==> src/rtl/pwm_pkg.sv <==
// pwm_pkg: shared types and constants for the PWM ramp controller.
package pwm_pkg;
  localparam int WIDTH = 16;
  typedef logic [WIDTH-1:0] pwm_word_t;
  localparam pwm_word_t RESET_RANGE = 16'hFFFF;
  typedef enum logic [1:0] {IDLE, ARM, RAMP} pwm_ctrl_state_t;
endpackage

==> src/rtl/pwm_step_sat.sv <==
// pwm_step_sat: one saturating step of value toward tgt; a zero step jumps straight to tgt.
module pwm_step_sat #(
  parameter int W = 16
) (
  input  logic [W-1:0] value,
  input  logic [W-1:0] tgt,
  input  logic [W-1:0] step,
  output logic [W-1:0] next
);
  logic [W:0] sum, lim;
  assign sum = {1'b0, value} + {1'b0, step};
  assign lim = {1'b0, tgt} + {1'b0, step};
  assign next = (step == '0 || value == tgt) ? tgt
              : (value < tgt) ? ((sum > {1'b0, tgt}) ? tgt : sum[W-1:0])
              : (({1'b0, value} < lim) ? tgt : value - step);
endmodule

==> src/rtl/pwm_ramp_ctrl.sv <==
// pwm_ramp_ctrl: accepts ramp commands and steps one PWM channel's duty toward a target
// once per PWM period, so every duty/range change lands on a period boundary.
module pwm_ramp_ctrl
  import pwm_pkg::*;
#(
  parameter int WIDTH = pwm_pkg::WIDTH,
  parameter logic [WIDTH-1:0] RESET_RANGE = WIDTH'(pwm_pkg::RESET_RANGE)
) (
  input  logic             pwm_clk,
  input  logic             pwm_reset,
  input  logic             cmd_valid,
  output logic             cmd_ready,
  input  logic             cmd_en,
  input  logic [WIDTH-1:0] cmd_target,
  input  logic [WIDTH-1:0] cmd_step,
  input  logic [WIDTH-1:0] cmd_range,
  input  logic             pwm_period,
  output logic [WIDTH-1:0] pwm_value,
  output logic [WIDTH-1:0] pwm_range,
  output logic             pwm_en,
  output logic             busy,
  output logic             done
);
  pwm_ctrl_state_t state_q, state_d;
  logic [WIDTH-1:0] tgt_q, tgt_d, step_q, step_d, range_q, range_d;
  logic [WIDTH-1:0] pwm_value_q, pwm_value_d, pwm_range_q, pwm_range_d, nxt;
  logic en_q, en_d, pwm_en_q, pwm_en_d, done_q, done_d;
  logic cmd_ready_q, cmd_ready_d, busy_q, busy_d;

  pwm_step_sat #(.W(WIDTH)) u_step (
    .value(pwm_value_q),
    .tgt  (tgt_q),
    .step (step_q),
    .next (nxt)
  );

  always_comb begin
    state_d     = state_q;
    tgt_d       = tgt_q;
    step_d      = step_q;
    range_d     = range_q;
    en_d        = en_q;
    pwm_value_d = pwm_value_q;
    pwm_range_d = pwm_range_q;
    pwm_en_d    = pwm_en_q;
    done_d      = 1'b0;
    unique case (state_q)
      IDLE: if (cmd_valid && cmd_ready_q) begin
        tgt_d   = cmd_en ? ((cmd_target > cmd_range) ? cmd_range : cmd_target) : '0;
        step_d  = cmd_step;
        range_d = cmd_range;
        en_d    = cmd_en;
        state_d = ARM;
      end
      // A disabled channel has no running period to protect, so it is reconfigured at once.
      ARM: if (!pwm_en_q) begin
        pwm_range_d = range_q;
        pwm_value_d = '0;
        pwm_en_d    = en_q;
        done_d      = !en_q;
        state_d     = en_q ? RAMP : IDLE;
      end else if (pwm_period) begin
        pwm_range_d = range_q;
        pwm_value_d = (pwm_value_q > range_q) ? range_q : pwm_value_q;
        state_d     = RAMP;
      end
      RAMP: if (pwm_period) begin
        pwm_value_d = nxt;
        if (nxt == tgt_q) begin
          done_d   = 1'b1;
          pwm_en_d = en_q;
          state_d  = IDLE;
        end
      end
      default: state_d = IDLE;
    endcase
    cmd_ready_d = (state_d == IDLE);
    busy_d      = (state_d != IDLE);
  end

  always_ff @(posedge pwm_clk or negedge pwm_reset) begin
    if (!pwm_reset) begin
      state_q     <= IDLE;
      tgt_q       <= '0;
      step_q      <= '0;
      range_q     <= '0;
      en_q        <= 1'b0;
      pwm_value_q <= '0;
      pwm_range_q <= RESET_RANGE;
      pwm_en_q    <= 1'b0;
      done_q      <= 1'b0;
      cmd_ready_q <= 1'b1;
      busy_q      <= 1'b0;
    end else begin
      state_q     <= state_d;
      tgt_q       <= tgt_d;
      step_q      <= step_d;
      range_q     <= range_d;
      en_q        <= en_d;
      pwm_value_q <= pwm_value_d;
      pwm_range_q <= pwm_range_d;
      pwm_en_q    <= pwm_en_d;
      done_q      <= done_d;
      cmd_ready_q <= cmd_ready_d;
      busy_q      <= busy_d;
    end
  end

  assign cmd_ready = cmd_ready_q;
  assign pwm_value = pwm_value_q;
  assign pwm_range = pwm_range_q;
  assign pwm_en    = pwm_en_q;
  assign busy      = busy_q;
  assign done      = done_q;
endmodule

==> config.mk <==
export PLATFORM = sky130hd
export DESIGN_NAME = pwm_ramp_ctrl
export DESIGN_NICKNAME = d
export VERILOG_FILES = /design/src/rtl/pwm_pkg.sv /design/src/rtl/pwm_step_sat.sv /design/src/rtl/pwm_ramp_ctrl.sv
export SDC_FILE = /design/constraint.sdc
export NUM_CORES = 1
export LEC_CHECK = 0
export ABC_AREA = 0
export CORE_MARGIN = 3
export CORE_UTILIZATION = 45
export DETAILED_ROUTE_END_ITERATION = 10
export PLACE_DENSITY = 0.64
export REMOVE_ABC_BUFFERS = 1
export SKIP_CTS_REPAIR_TIMING = 1
export SLEW_MARGIN = 20
export SYNTH_ARGS = -nofsm -noshare
export SYNTH_HDL_FRONTEND = slang
export SYNTH_SLANG_ARGS = --single-unit
==> constraint.sdc <==
create_clock -name pwm_clk -period 16.3 [get_ports pwm_clk]
set_input_delay 4.075 -clock pwm_clk [delete_from_list [all_inputs] [get_ports pwm_clk]]
set_output_delay 4.075 -clock pwm_clk [all_outputs]
set_load 0.1 [all_outputs]
==> flow_metrics.env <==
export IMPL_status="completed"
export IMPL_clkTransAtPathRegs_ns=0.08
export IMPL_ant_nets=0
export IMPL_synth_area_leaders="dfrtp_1, ha_1, dfstp_2"
export IMPL_ys_ff_latch=87
export IMPL_yosysSeqAreaShare_pct=24.3
export IMPL_routed_via_density=5.96
export IMPL_r2r_slack_ns=9.51
export IMPL_timing_final_crit_share_pct=42.8
export IMPL_wl_mm=29.0
export IMPL_synth_top_flop_cell="dfrtp_1"
export IMPL_path_class="primary input to flop"
export IMPL_worstMarginPinSlew_ns=1.04
export IMPL_timing_fmax_ghz=0.143
export IMPL_hp_class="flop to flop"
export IMPL_clock_sinks=87
export IMPL_netlist_instances=1068
export IMPL_cp_arrival_ns=7.18
export IMPL_final_common_cell="ha_1"
export IMPL_max_slew_margin_rel_pct=30.9
export IMPL_cap_violations=0
export IMPL_drt_iter0_drc=704
export IMPL_avgRoutedWirePerCell_um=20.7
export IMPL_drive_gt1_share_pct=7.85
export IMPL_cts_htree_levels=3
export IMPL_final_min_clock_period_ns=6.97
export IMPL_dp_hpwl_mm=22.9
export IMPL_endpoint_kind="flop"
export IMPL_dieArea_um2=21800
export IMPL_chipWidth_um=148
export IMPL_portBuffers=88
export IMPL_ys_warn_count=0
export IMPL_drv_slew=0
export IMPL_clkLatencyLatePin_ns=0.36
export IMPL_crit_fanout=16
export IMPL_synth_top_cell_area_share_pct=19.4
export IMPL_cts_tree="built"
export IMPL_cp_start_kind="primary input"
export IMPL_initial_core_util_pct=46.1
export IMPL_finalHoldViolCount=0
export IMPL_slowest_delay_ns=0.87
export IMPL_grt_pass1_wl_mm=45.9
export IMPL_yosys_cell_types_count=90
export IMPL_place_congestion=0.955
export IMPL_syn_area_per_cell_um2=8.46
export IMPL_grt_setup_unrepaired="no"
export IMPL_drc=0
export IMPL_final_cell_mix="ha_1, nand2_1, inv_1, o21ai_0, clkdlybuf4s50_1"
export IMPL_crit_chain="clkdlybuf4s50_1 -> inv_1 -> ha_1 -> a21o_1 -> a21oi_1 -> nor2b_1 -> o21ai_0 -> nand2b_1 -> a21oi_1 -> nor2b_1 -> o21ai_0 -> a32o_1 -> mux2i_1 -> o22ai_1"
export IMPL_worst_path_max_delay_cell="a32o_1"
export IMPL_placementRows=51
export IMPL_dr_pass1_iters=5
export IMPL_cts_max_path_buffers=2
export IMPL_ioPinCount=89
export IMPL_synthToLayoutAreaGrowth_pct=14.9
export IMPL_setup_viol=0
export IMPL_finalSetupTns_ns=0
export IMPL_overflow=0
export IMPL_core_um2=19600
export IMPL_grt_pass1_vias=8111
export IMPL_grt_util_all_layers_pct=26.8
export IMPL_netlist_area_um2=9030
export IMPL_diodes=0
export IMPL_cts_made_buffers=9
export IMPL_grt_max_degree=65
export IMPL_die_h_um=148
export IMPL_synth_largest_area_cell="dfrtp_1"
export IMPL_nets=1315
export IMPL_clock_skew_ns=0.0109
export IMPL_cts_root_buf="clkbuf_16"
export IMPL_required_ns=16.51
export IMPL_synthArstFlopShare_pct=100
export IMPL_antenna_found_initial=0
export IMPL_synth_edf_count=0
export IMPL_num_vias=8336
## final cells by class
class,count,area [um2]
clock buffers,9,225
clock inverters,7,71.3
fillers,1912,9210
inverters,97,364
multi-input cells,841,6270
flip-flops and latches,87,2200
well taps,265,332
repair buffers,93,916
## stage by stage
stage               util [%]  hold WS (ns)  instance area, um2  setup slack [ns]  std cells
global placement        51.5         0.471               10100              8.99       1383
global route            53.0         0.510               10400              9.11       1399
detailed placement      51.5         0.473               10100              8.94       1383
floorplan                  -         0.490                8830              9.93       1025
CTS                     53.0         0.490               10400              9.31       1399
finish                  53.0         0.484               10400              9.33       1399
## registers in the layout, indices dropped and copies added, names as in the netlist
name	count
pwm_range	16
pwm_value	16
range_q	16
step_q	16
tgt_q	16
state_q	2
busy	1
cmd_ready	1
done	1
en_q	1
pwm_en	1
## per-layer routing
layer | up-vias | part of all wire [%] | GRT usage, %
li1 | 4027 | - | -
met1 | 3951 | 46 | 38.2
met2 | 303 | 44 | 41.6
met3 | 55 | 6.3 | 4.38
met4 | 0 | 3.4 | 8.71
met5 | - | 0 | 0
## cells in the mapped netlist, types with 7 or more instances
| library cell | n |
|---|---|
| nand2_1 | 114 |
| nand3_1 | 22 |
| o31ai_1 | 7 |
| nor2_1 | 53 |
| nor2b_1 | 16 |
| o221ai_1 | 8 |
| xor2_1 | 11 |
| ha_1 | 130 |
| nand4_1 | 18 |
| o21ai_1 | 11 |
| a31oi_1 | 8 |
| o21ai_0 | 89 |
| a21o_1 | 17 |
| clkbuf_1 | 23 |
| dfstp_2 | 17 |
| a211oi_1 | 8 |
| nand2b_1 | 10 |
| inv_1 | 96 |
| a21oi_1 | 54 |
| nor4_1 | 8 |
| nor3_1 | 13 |
| a221oi_1 | 9 |
| dfrtp_1 | 70 |
| xnor2_1 | 29 |
| o22ai_1 | 21 |
| mux2i_1 | 22 |
| o21a_1 | 12 |
| o211ai_1 | 8 |
| mux2_2 | 14 |
| buf_2 | 12 |
## final timing paths
| kind | startpoint | to | cells after the start |
|---|---|---|---|
| worst min-delay path | pwm_range[12]$_DFFE_PN1P_ | pwm_range[12]$_DFFE_PN1P_ | 2 |
| min in group asynchronous | pwm_reset | step_q[3]$_DFFE_PN0P_ | 1 |
| worst max register to register | tgt_q[1]$_DFFE_PN0P_ | done$_DFF_PN0_ | 24 |
| max in group asynchronous | pwm_reset | pwm_value[7]$_DFFE_PN0P_ | 2 |
| worst min register to register | pwm_range[12]$_DFFE_PN1P_ | pwm_range[12]$_DFFE_PN1P_ | 2 |
| worst max-delay path | cmd_range[9] | tgt_q[14]$_DFFE_PN0P_ | 14 |
## worst max-delay path: cells and delay by family
kind / cells / cell delay (ns)
adders and majority gates: 1 / 0.28
muxes: 1 / 0.31
buffers and inverters: 2 / 0.56
AOI/OAI and AO/OA: 7 / 1.77
and+or+nand+nor: 3 / 0.18
## kinds of logic after synthesis
logic type / synth area share [%]
xor+xnor: 4.13
flops: 24.3
simple gates: 17.0
compound gates: 25.4
buf+inv: 6.28
mux: 4.18
fa+ha+maj: 18.7
Power is not shown: default switching activity piles up to over one toggle a cycle in this logic, so the estimate is an artifact.
